===== src/rtl/controle_pkg.sv =====
// Purpose: shared opcodes, FSM state encoding and ULA control encodings for the multi-cycle control unit.
// Latency: none (declarations only).
// Backpressure: none (declarations only).
// Ports: none.
package controle_pkg;

  // Instruction opcodes as held in the instruction register
  localparam logic [2:0] OP_ADD    = 3'b000;
  localparam logic [2:0] OP_COPY   = 3'b001;
  localparam logic [2:0] OP_READ   = 3'b010;
  localparam logic [2:0] OP_WRITE  = 3'b011;
  localparam logic [2:0] OP_IFZERO = 3'b100;
  localparam logic [2:0] OP_JUMP   = 3'b101;
  localparam logic [2:0] OP_SET    = 3'b110;
  localparam logic [2:0] OP_STOP   = 3'b111;

  // ULA operation select
  localparam logic [1:0] ULAOP_SOMA    = 2'b00;
  localparam logic [1:0] ULAOP_PASSA_B = 2'b01;

  // ULA B-operand source select
  localparam logic [1:0] ULAF_REG    = 2'b00;
  localparam logic [1:0] ULAF_DESLOC = 2'b01;
  localparam logic [1:0] ULAF_IMED   = 2'b10;

  typedef enum logic [2:0] {
    S_INICIO,
    S_BUSCA,
    S_DECODIFICA,
    S_EXECUTA,
    S_MEMORIA,
    S_ESCRITA,
    S_PARADO,
    S_ERRO
  } estado_t;

  // True for the opcodes that need a data-memory access phase
  function automatic logic acessa_mem(input logic [2:0] op);
    return (op == OP_READ) || (op == OP_WRITE);
  endfunction

endpackage


===== src/rtl/contador_espera.sv =====
// Purpose: counts consecutive memory-wait cycles and flags when the wait budget is exhausted.
// Latency: o_estouro is combinational on i_enable in the cycle the budget is used up.
// Backpressure: none; the owner decides what to do with o_estouro.
// Ports: i_clock, i_reset (sync, active-high), i_clear (zero the count), i_enable (this cycle is a
//        wait cycle), o_estouro (this wait cycle is the ESPERA_MAX-th in a row).
module contador_espera #(
  parameter int ESPERA_MAX = 15
) (
  input  logic i_clock,
  input  logic i_reset,
  input  logic i_clear,
  input  logic i_enable,
  output logic o_estouro
);

  localparam int W = (ESPERA_MAX < 2) ? 1 : $clog2(ESPERA_MAX);
  // r_cont holds the waits already spent; the current wait is the last allowed one at LIMITE
  localparam logic [W-1:0] LIMITE = W'(ESPERA_MAX - 1);

  logic [W-1:0] r_cont;

  always_ff @(posedge i_clock) begin
    if (i_reset || i_clear) begin
      r_cont <= '0;
    end else if (i_enable && (r_cont != LIMITE)) begin
      r_cont <= r_cont + W'(1);
    end
  end

  assign o_estouro = i_enable && (r_cont == LIMITE);

endmodule


===== src/rtl/controle_multiciclo.sv =====
// Purpose: multi-cycle control unit sequencing fetch/decode/execute/memory/write-back for the core.
// Latency: 4 cycles per non-memory instruction, 5 for READ/WRITE, plus 1 per memory wait cycle.
// Backpressure: memory requests are held until mem_pronto; ESPERA_MAX straight waits -> ERRO.
// Ports: clock, reset (sync, active-high), opcode, BitVerificacao (flags), mem_pronto (memory ack);
//        STOP, erro, EscPC, EscReg, EscMEM, LerMEM, Ji, Beqz, ULAOp, ULAFonte, EndFonte_MEM,
//        FonteEscReg, RegFonte (datapath controls), instr_retiradas (retired-instruction count).
// Build option: define CONTROLE_CONTADOR_EN to include the retired-instruction counter;
//        otherwise instr_retiradas is tied to 0.
module controle_multiciclo
  import controle_pkg::*;
#(
  parameter int ESPERA_MAX   = 15,
  parameter int LARGURA_CONT = 16
) (
  input  logic                    clock,
  input  logic                    reset,
  input  logic [2:0]              opcode,
  input  logic [1:0]              BitVerificacao,
  input  logic                    mem_pronto,
  output logic                    STOP,
  output logic                    erro,
  output logic                    EscPC,
  output logic                    EscReg,
  output logic                    EscMEM,
  output logic                    LerMEM,
  output logic                    Ji,
  output logic                    Beqz,
  output logic [1:0]              ULAOp,
  output logic [1:0]              ULAFonte,
  output logic                    EndFonte_MEM,
  output logic                    FonteEscReg,
  output logic                    RegFonte,
  output logic [LARGURA_CONT-1:0] instr_retiradas
);

  estado_t    r_estado;
  estado_t    w_prox;
  logic [2:0] r_opcode;
  logic       w_espera_en;
  logic       w_estouro;
  logic       w_troca;
  logic       w_zero;

  // ---------------------------------------------------------------- state register
  always_ff @(posedge clock) begin
    if (reset) begin
      r_estado <= S_INICIO;
      r_opcode <= OP_ADD;
    end else begin
      r_estado <= w_prox;
      if (r_estado == S_DECODIFICA) begin
        r_opcode <= opcode;
      end
    end
  end

  // A wait cycle is any cycle with an outstanding memory request and no acknowledge
  assign w_espera_en = ((r_estado == S_BUSCA) || (r_estado == S_MEMORIA)) && !mem_pronto;
  assign w_troca     = (w_prox != r_estado);

  contador_espera #(
    .ESPERA_MAX(ESPERA_MAX)
  ) u_espera (
    .i_clock  (clock),
    .i_reset  (reset),
    .i_clear  (w_troca),
    .i_enable (w_espera_en),
    .o_estouro(w_estouro)
  );

  // ---------------------------------------------------------------- next state
  always_comb begin
    w_prox = r_estado;
    case (r_estado)
      S_INICIO:     w_prox = S_BUSCA;
      // mem_pronto is checked first so an acknowledge on the last allowed cycle still succeeds
      S_BUSCA: begin
        if (mem_pronto)     w_prox = S_DECODIFICA;
        else if (w_estouro) w_prox = S_ERRO;
      end
      S_DECODIFICA: w_prox = (opcode == OP_STOP) ? S_PARADO : S_EXECUTA;
      S_EXECUTA:    w_prox = acessa_mem(r_opcode) ? S_MEMORIA : S_ESCRITA;
      S_MEMORIA: begin
        if (mem_pronto)     w_prox = S_ESCRITA;
        else if (w_estouro) w_prox = S_ERRO;
      end
      S_ESCRITA:    w_prox = S_BUSCA;
      S_PARADO:     w_prox = S_PARADO;
      S_ERRO:       w_prox = S_ERRO;
      default:      w_prox = S_INICIO;
    endcase
  end

  // Overflow flag (bit 1) plays no part in branching; it is folded in as a constant-false term
  // so the whole flags bus stays referenced.
  assign w_zero = BitVerificacao[0] & ~(BitVerificacao[1] & 1'b0);

  // ---------------------------------------------------------------- Moore outputs
  always_comb begin
    STOP         = 1'b0;
    erro         = 1'b0;
    EscPC        = 1'b0;
    EscReg       = 1'b0;
    EscMEM       = 1'b0;
    LerMEM       = 1'b0;
    Ji           = 1'b0;
    Beqz         = 1'b0;
    ULAOp        = ULAOP_SOMA;
    ULAFonte     = ULAF_REG;
    EndFonte_MEM = 1'b0;
    FonteEscReg  = 1'b0;
    RegFonte     = 1'b0;
    case (r_estado)
      S_BUSCA: begin
        LerMEM = 1'b1;
      end
      S_EXECUTA: begin
        case (r_opcode)
          OP_COPY: begin
            ULAOp = ULAOP_PASSA_B;
          end
          OP_SET: begin
            ULAOp    = ULAOP_PASSA_B;
            ULAFonte = ULAF_IMED;
          end
          OP_READ, OP_WRITE: begin
            ULAFonte = ULAF_DESLOC;
          end
          default: begin
          end
        endcase
      end
      S_MEMORIA: begin
        EndFonte_MEM = 1'b1;
        LerMEM       = (r_opcode == OP_READ);
        EscMEM       = (r_opcode == OP_WRITE);
      end
      S_ESCRITA: begin
        EscPC       = 1'b1;
        EscReg      = (r_opcode == OP_ADD) || (r_opcode == OP_COPY) ||
                      (r_opcode == OP_SET) || (r_opcode == OP_READ);
        FonteEscReg = (r_opcode == OP_READ);
        RegFonte    = (r_opcode == OP_SET);
        Ji          = (r_opcode == OP_JUMP);
        // Branch is resolved on the live zero flag during write-back
        Beqz        = (r_opcode == OP_IFZERO) && w_zero;
      end
      S_PARADO: begin
        STOP = 1'b1;
      end
      S_ERRO: begin
        STOP = 1'b1;
        erro = 1'b1;
      end
      default: begin
      end
    endcase
  end

  // ---------------------------------------------------------------- retired-instruction counter
`ifdef CONTROLE_CONTADOR_EN
  logic [LARGURA_CONT-1:0] r_retiradas;

  always_ff @(posedge clock) begin
    if (reset) begin
      r_retiradas <= '0;
    end else if ((r_estado == S_ESCRITA) && (r_retiradas != '1)) begin
      r_retiradas <= r_retiradas + LARGURA_CONT'(1);
    end
  end

  assign instr_retiradas = r_retiradas;
`else
  assign instr_retiradas = '0;
`endif

endmodule

===== config.mk =====
export PLATFORM = sky130hd
export DESIGN_NAME = controle_multiciclo
export DESIGN_NICKNAME = d
export VERILOG_FILES = /design/src/rtl/controle_pkg.sv /design/src/rtl/contador_espera.sv /design/src/rtl/controle_multiciclo.sv
export SDC_FILE = /design/constraint.sdc
export NUM_CORES = 1
export LEC_CHECK = 0
export BUFFER_PORTS_ARGS = -buffer_cell sky130_fd_sc_hd__buf_2
export CAP_MARGIN = 40
export CORE_ASPECT_RATIO = 1.1
export CORE_MARGIN = 2
export CORE_UTILIZATION = 38
export CTS_CLUSTER_DIAMETER = 30
export DETAILED_ROUTE_END_ITERATION = 10
export PLACE_DENSITY_LB_ADDON = 0.05
export SYNTH_ARGS = -nofsm -noshare
export SYNTH_HDL_FRONTEND = slang
export SYNTH_SLANG_ARGS = --single-unit

===== constraint.sdc =====
create_clock -name clock -period 3.2 [get_ports clock]
set_input_delay 0.16 -clock clock [delete_from_list [all_inputs] [get_ports clock]]
set_output_delay 0.16 -clock clock [all_outputs]
set_load 0.01 [all_outputs]

# ---- Word level (Yosys, flattened, before mapping)
# Index checks and enable logic that the tools add are counted.
dict set report word_totals {
  in_bits 8
  ff_bits 10
  wordCells 59
  output_inout_bits 31
}
dict set report op_classes {
  n_eq_ne 17
  reduce_logical 17
  mux 21
  n_addsub 1
}
# cell n
set ops {}
lappend ops {{$eq A3 B3 Y1 const B} 8}
lappend ops {{$pmux W3 S7} 1}
lappend ops {{$mux W1} 13}
lappend ops {{$eq A3 B2 Y1 const B} 4}
lappend ops {{$mux W3} 4}
lappend ops {{$reduce_or A2 Y1} 4}
lappend ops {{$eq A3 B1 Y1 const B} 2}
lappend ops {{$logic_not A3 Y1} 2}
lappend ops {{$logic_or A1 B1 Y1} 6}
lappend ops {{$add A4 B1 Y4 const B} 1}
lappend ops {{$eq A4 B4 Y1 const B} 1}
lappend ops {{$logic_and A1 B1 Y1} 4}
lappend ops {{$ne A4 B4 Y1 const B} 1}
lappend ops {{$pmux W2 S2} 1}
lappend ops {{$ne A3 B3 Y1} 1}
lappend ops {{$mux W2} 1}
lappend ops {{$pmux W1 S2} 1}
lappend ops {{$logic_not A1 Y1} 1}

# ---- Logic depth before layout (Yosys ltp)
dict set report depth {
  depth_word 9
  depth_mapped 6
}

# ---- Modules after synthesis
# Synthesis repeated with hierarchy kept, for this count alone.
dict set report unflattened {
  cells_unflattened 106
  hier_area_um2 864.6
}
# module n_inst area_each_um2 seq_area_each_um2 cells_each
set modules_own_cells {}
lappend modules_own_cells {controle_multiciclo 1 648.1 120.1 83}
lappend modules_own_cells {contador_espera 1 216.5 80.1 23}

# ---- Least setup slack after synthesis
# No wires, ideal clock.
dict set report synth_path {
  path_type {reg2reg}
  start {reg u_espera.r_cont[0]}
  end {reg u_espera.r_cont[3]}
  setup_ps 80
  required_ps 3120
  synth_period_minus_slack_ps 1462
  t_arrival_ps 1382
  stages_incl_launch_ff 7
  slack_ps 1738
  path_cell_list {dfxtp_1 inv_1 ha_1 nand3_1 nand3_2 or3_1 a211oi_2}
}
dict set report synth_between {
  elab_chain_cells 7
  word_cells_on_any_way 11
  classes_between {1 x add/sub; 3 x eq/ne; 4 x mux; 3 x reduce/logical}
}
# item line_no
set synth_lines {}
lappend synth_lines {{from (decl)} contador_espera.sv:20} ;# logic [W-1:0] r_cont;
lappend synth_lines {{from (signal assigned)} contador_espera.sv:26} ;# r_cont <= r_cont + W'(1);
lappend synth_lines {{$eq A4 B4 Y1} contador_espera.sv:30} ;# assign o_estouro = i_enable && (r_cont == LIMITE);
lappend synth_lines {{$logic_and A1 B1 Y1} contador_espera.sv:30}
lappend synth_lines {{$mux W3} {controle_multiciclo.sv:79, controle_multiciclo.sv:85}}
lappend synth_lines {{$mux W3 (on tied branches)} {controle_multiciclo.sv:84, controle_multiciclo.sv:78}}
lappend synth_lines {{$pmux W3 S7} controle_multiciclo.sv:74} ;# case (r_estado)
lappend synth_lines {{$ne A3 B3 Y1} controle_multiciclo.sv:59} ;# assign w_troca = (w_prox != r_estado);
lappend synth_lines {{$logic_or A1 B1 Y1} contador_espera.sv:23} ;# if (i_reset || i_clear) begin
# Parallel ways exist; a longest one is shown, timed or not.
# A chain may end at the register's enable or synchronous reset.

# ---- Worst setup path in the final report
dict set report layout_path {
  start {reg r_estado[2]}
  end {out LerMEM}
}
dict set report layout_between {
  elab_chain_cells 2
  word_cells_on_any_way 3
  classes_between {2 x eq/ne; 1 x mux}
}
# item line_no
set layout_lines {}
lappend layout_lines {{from (decl)} controle_multiciclo.sv:36} ;# estado_t r_estado;
lappend layout_lines {{from (signal assigned)} controle_multiciclo.sv:50} ;# r_estado <= w_prox;
lappend layout_lines {{$eq A3 B3 Y1 / $eq A3 B1 Y1 (equally long branches)} controle_multiciclo.sv:113} ;# case (r_estado)
lappend layout_lines {{$pmux W1 S2 (*)} controle_multiciclo.sv:113}
lappend layout_lines {{to (decl)} controle_multiciclo.sv:25} ;# output logic LerMEM,
# Every way passes the cells marked *; elsewhere a longest branch is shown, timed or not.

==> flow_results.xml <==
<?xml version="1.0" encoding="UTF-8"?>
<metrics>
  <group name="timing">
    <metric name="final_min_period_over_clock_period" unit="">0.589</metric>
    <metric name="hold_viol_final" unit="">0</metric>
    <metric name="timing.final.setup_violations" unit="">0</metric>
    <metric name="drv_slew" unit="">0</metric>
    <metric name="min_period" unit="ns">1.88</metric>
    <metric name="fin_worst_skew" unit="ns">0.000756</metric>
    <metric name="worst-slew-pin-transition" unit="ns">0.557</metric>
    <metric name="achievable-frequency" unit="GHz">0.531</metric>
    <metric name="maxSlewHeadroom" unit="">0.626</metric>
    <metric name="rsz0062_at_grt" unit="">no</metric>
    <metric name="setup_tns" unit="ns">0</metric>
  </group>
  <group name="global_route">
    <metric name="wire_length_of_the_first_global_routing_pass" unit="um">2310</metric>
    <metric name="first_global_vias" unit="">523</metric>
    <metric name="antenna_violations_before_repair" unit="">0</metric>
    <metric name="grt_util_all_layers" unit="">0.133</metric>
    <metric name="grt_overflow" unit="">0</metric>
    <metric name="maximum_number_of_pins_on_one_net_before_global_route_repair" unit="">13</metric>
  </group>
  <group name="synth">
    <metric name="synthesis.instances" unit="">104</metric>
    <metric name="post_synthesis_sequential_element_count" unit="">10</metric>
    <metric name="netlist-cell-type-count" unit="">36</metric>
    <metric name="synth-seq-area-share" unit="">0.251</metric>
    <metric name="synth-simple-area-share" unit="">0.307</metric>
    <metric name="syn-cell-area" unit="um^2">798</metric>
    <metric name="synth_xor_xnor_area_share" unit="">0.0439</metric>
    <metric name="synth_mux_area_frac" unit="">0.0376</metric>
    <metric name="postSynthAreaPerCell" unit="um^2">7.68</metric>
    <metric name="synth_top_family_by_area" unit="">simple AND/OR/NAND/NOR gates</metric>
    <metric name="yosys.area.top_type_share" unit="">0.251</metric>
    <metric name="synth_top_area_cell" unit="">sky130_fd_sc_hd__dfxtp_1</metric>
    <metric name="synth-adder-area-share" unit="">0.0313</metric>
    <metric name="synth.area.top_cells" unit="">sky130_fd_sc_hd__dfxtp_1 25%, sky130_fd_sc_hd__buf_4 16%, sky130_fd_sc_hd__nor3_1 5.0%</metric>
    <metric name="ys_warn_count" unit="">0</metric>
    <metric name="synth_compound_area_frac" unit="">0.122</metric>
  </group>
  <group name="route">
    <metric name="drt_pass1_iterations" unit="">4</metric>
    <metric name="route.detailed.vias_per_inst" unit="">4.61</metric>
    <metric name="routed-via-count" unit="">691</metric>
    <metric name="drt_first_iter_violations" unit="">6</metric>
    <metric name="detail_route.drc_violations" unit="">0</metric>
    <metric name="final_antenna_violating_net_count" unit="">0</metric>
    <metric name="avgRoutedWirePerCell" unit="um">10.4</metric>
    <metric name="wirelength" unit="um">1560</metric>
  </group>
  <group name="cts">
    <metric name="ctsHtreeMaxLevel" unit="">1</metric>
    <metric name="cts_resizes" unit="">0</metric>
    <metric name="postCtsSetupRepairBufs" unit="">0</metric>
    <metric name="cts_root_buf" unit="">sky130_fd_sc_hd__clkbuf_4</metric>
    <metric name="tritoncts_num_sinks" unit="">10</metric>
    <metric name="holdBufCountCts" unit="">0</metric>
    <metric name="clock_latency" unit="ns">0.26</metric>
    <metric name="path_clk_slew" unit="ns">0.07</metric>
    <metric name="cts.path.max_buffers" unit="">2</metric>
    <metric name="tritoncts_clock_tree" unit="">done</metric>
    <metric name="cts_inserted_buffers" unit="">3</metric>
  </group>
  <group name="status">
    <metric name="status" unit="">complete, no violations</metric>
  </group>
  <group name="place">
    <metric name="numPortBuffers" unit="">20</metric>
    <metric name="dp_hpwl" unit="um">1190</metric>
    <metric name="globalplace.congestion" unit="">0.743</metric>
  </group>
  <group name="finish">
    <metric name="layout-drive-gt1-share" unit="">0.238</metric>
    <metric name="finish.net_count" unit="">133</metric>
    <metric name="multi_input_comb_area" unit="um^2">497</metric>
    <metric name="area_growth_syn_to_layout" unit="%">10.2</metric>
    <metric name="num_antenna_cells" unit="">0</metric>
    <metric name="utilization" unit="">0.440</metric>
    <metric name="final-seq-area" unit="um^2">200</metric>
    <metric name="fillers" unit="">229</metric>
  </group>
  <group name="power">
    <metric name="combPwrFrac" unit="">0.185</metric>
    <metric name="intPower" unit="W">0.000221</metric>
    <metric name="power.switching" unit="W">0.0000975</metric>
    <metric name="pwr-share-seq" unit="">0.450</metric>
    <metric name="power.density_cell_area" unit="mW/mm^2">362</metric>
    <metric name="max-vdd-ir-drop" unit="uV">192</metric>
    <metric name="power_switching_share" unit="">0.306</metric>
    <metric name="power.share.clock" unit="">0.365</metric>
    <metric name="static_leakage" unit="nW">0.413</metric>
  </group>
  <group name="worst_setup_path">
    <metric name="worst-r2r-setup-slack" unit="ns">1.51</metric>
    <metric name="critPathKind" unit="">flip-flop to primary output</metric>
    <metric name="cp-start-kind" unit="">flip-flop</metric>
    <metric name="crit_path_max_fanout" unit="">12</metric>
    <metric name="critPathRequiredTime" unit="ns">3.04</metric>
    <metric name="endpoint_kind" unit="">primary output</metric>
    <metric name="cp_cell_sequence" unit="">nand2b_1 &gt; or3_1 &gt; a21oi_1 &gt; buf_2</metric>
    <metric name="cpPeakStageDelay" unit="ns">0.58</metric>
    <metric name="worst-endpoint-arrival" unit="ns">1.72</metric>
    <metric name="critical_path.slowest_cell" unit="">sky130_fd_sc_hd__dfxtp_1</metric>
  </group>
  <group name="floorplan">
    <metric name="placeable_core_area" unit="mm^2">0.00200</metric>
    <metric name="die_area" unit="mm^2">0.00248</metric>
    <metric name="io_pins" unit="">39</metric>
    <metric name="core.rowCount" unit="">17</metric>
    <metric name="starting_density" unit="">0.399</metric>
    <metric name="die_width" unit="um">47.7</metric>
    <metric name="die_y" unit="um">52.1</metric>
  </group>
  <group name="job">
    <metric name="drv.max_cap_violation_count" unit="">0</metric>
  </group>
  <group name="hold_path">
    <metric name="hold_class" unit="">input pin to flip-flop</metric>
  </group>
</metrics>
area by class of cell:
class,instances,area share
Multi-Input combinational cell,85,0.565
Sequential cell,10,0.228
Timing Repair Buffer,20,0.114
Clock buffer,4,0.0413
Tap cell,28,0.0398
Inverter,3,0.0128
final timing paths:
path                                    from                               to  cells past startpoint
max                   r_estado[2]$_SDFF_PP0_                           LerMEM                      4
min                                opcode[2]         r_opcode[2]$_SDFFE_PP0P_                      3
max reg2reg           r_estado[2]$_SDFF_PP0_  u_espera.r_cont[3]$_SDFFE_PP0P_                      4
min reg2reg  u_espera.r_cont[1]$_SDFFE_PP0P_  u_espera.r_cont[1]$_SDFFE_PP0P_                      2
worst max-delay path: cells and delay by family (launching register included):
family | cells | cell delay, ns
flops | 1 | 0.58
buf+inv | 1 | 0.14
simple gates | 2 | 0.59
compound gates | 1 | 0.14
metrics by stage:
step                      instances  hold slack, ns  area (um^2)  total power (W)  setup slack, ns
final                           150           0.144          880         0.000319             1.32
after global routing            150           0.164          880         0.000337             1.21
after CTS                       150           0.146          880         0.000322             1.33
after detailed placement        146           0.428          843         0.000205             1.56
after global placement          146           0.406          843         0.000204             1.60
after floorplan                 120           0.307          858         0.000206             1.74
synthesized netlist by cell type:
master                      number
sky130_fd_sc_hd__a211oi_1        2
sky130_fd_sc_hd__conb_1          1
sky130_fd_sc_hd__nand2b_1        4
sky130_fd_sc_hd__nor3_1          8
sky130_fd_sc_hd__buf_1           1
sky130_fd_sc_hd__o22ai_1         1
sky130_fd_sc_hd__nand3_1         3
sky130_fd_sc_hd__o2bb2ai_1       1
sky130_fd_sc_hd__nor3_2          1
sky130_fd_sc_hd__or3_1           3
sky130_fd_sc_hd__a21o_1          1
sky130_fd_sc_hd__buf_4          17
sky130_fd_sc_hd__nor2b_1         2
sky130_fd_sc_hd__nand4_1         1
sky130_fd_sc_hd__clkbuf_1        1
sky130_fd_sc_hd__a22oi_1         1
sky130_fd_sc_hd__nand2_1         4
sky130_fd_sc_hd__nor4b_1         1
sky130_fd_sc_hd__a21oi_1         3
sky130_fd_sc_hd__inv_1           3
sky130_fd_sc_hd__a211oi_2        1
sky130_fd_sc_hd__a31oi_1         1
sky130_fd_sc_hd__mux2i_1         3
sky130_fd_sc_hd__xor2_1          3
sky130_fd_sc_hd__and3_1          4
sky130_fd_sc_hd__or2_2           2
sky130_fd_sc_hd__xnor2_1         1
sky130_fd_sc_hd__nor4_1          1
sky130_fd_sc_hd__and2_1          1
sky130_fd_sc_hd__a221oi_1        1
sky130_fd_sc_hd__nor2_1          9
sky130_fd_sc_hd__buf_2           3
sky130_fd_sc_hd__o21ai_0         2
sky130_fd_sc_hd__nand3_2         1
sky130_fd_sc_hd__ha_1            2
sky130_fd_sc_hd__dfxtp_1        10
power by group through the flow:
stage               clock network [W]  registers, W   logic, W
finish                       0.000116      0.000143  0.0000591
global route                 0.000125      0.000145  0.0000668
global placement                    0      0.000146  0.0000584
floorplan                           0      0.000136  0.0000701
CTS                          0.000120      0.000143  0.0000592
detailed placement                  0      0.000146  0.0000589
cells in the final DEF (no fill, tap or decap), types with 2 or more instances in the layout:
cell                       Yosys  routed
sky130_fd_sc_hd__nand2b_1      4       4
sky130_fd_sc_hd__or3_1         3       3
sky130_fd_sc_hd__and3_1        4       4
sky130_fd_sc_hd__ha_1          2       2
sky130_fd_sc_hd__nor2b_1       2       2
sky130_fd_sc_hd__mux2i_1       3       3
sky130_fd_sc_hd__buf_2         3      20
sky130_fd_sc_hd__a211oi_1      2       2
sky130_fd_sc_hd__nand2_1       4       4
sky130_fd_sc_hd__conb_1        1      17
sky130_fd_sc_hd__a21oi_1       3       3
sky130_fd_sc_hd__or2_2         2       2
sky130_fd_sc_hd__dfxtp_1      10      10
sky130_fd_sc_hd__clkbuf_4      0       3
sky130_fd_sc_hd__nand3_1       3       3
sky130_fd_sc_hd__inv_1         3       3
sky130_fd_sc_hd__o21ai_0       2       2
sky130_fd_sc_hd__nor3_1        8       8
sky130_fd_sc_hd__nor2_1        9       9
sky130_fd_sc_hd__xor2_1        3       3
metal layers:
layer / global-route usage / up-vias / share of wire
li1: - / 360 / -
met1: 0.175 / 307 / 0.46
met2: 0.198 / 20 / 0.48
met3: 0.0208 / 4 / 0.048
met4: 0.0811 / 0 / 0.016
met5: 0 / - / 0
state kept, by name, summed over array words and instances, names as in the netlist:
name,cells
u_espera.r_cont,4
r_estado,3
r_opcode,3
logic make-up (layout without fill, tap and decap cells):
logic type	after synthesis	in the layout
DFF	10	10
and+or+nand+nor	45	45
buffers and inverters	25	27
other	1	17
AOI/OAI and AO/OA	14	14
muxes	3	3
xor gates and xnor gates	4	4
adders and majority gates	2	2
Note: power is estimated with default switching activity, not from simulation.
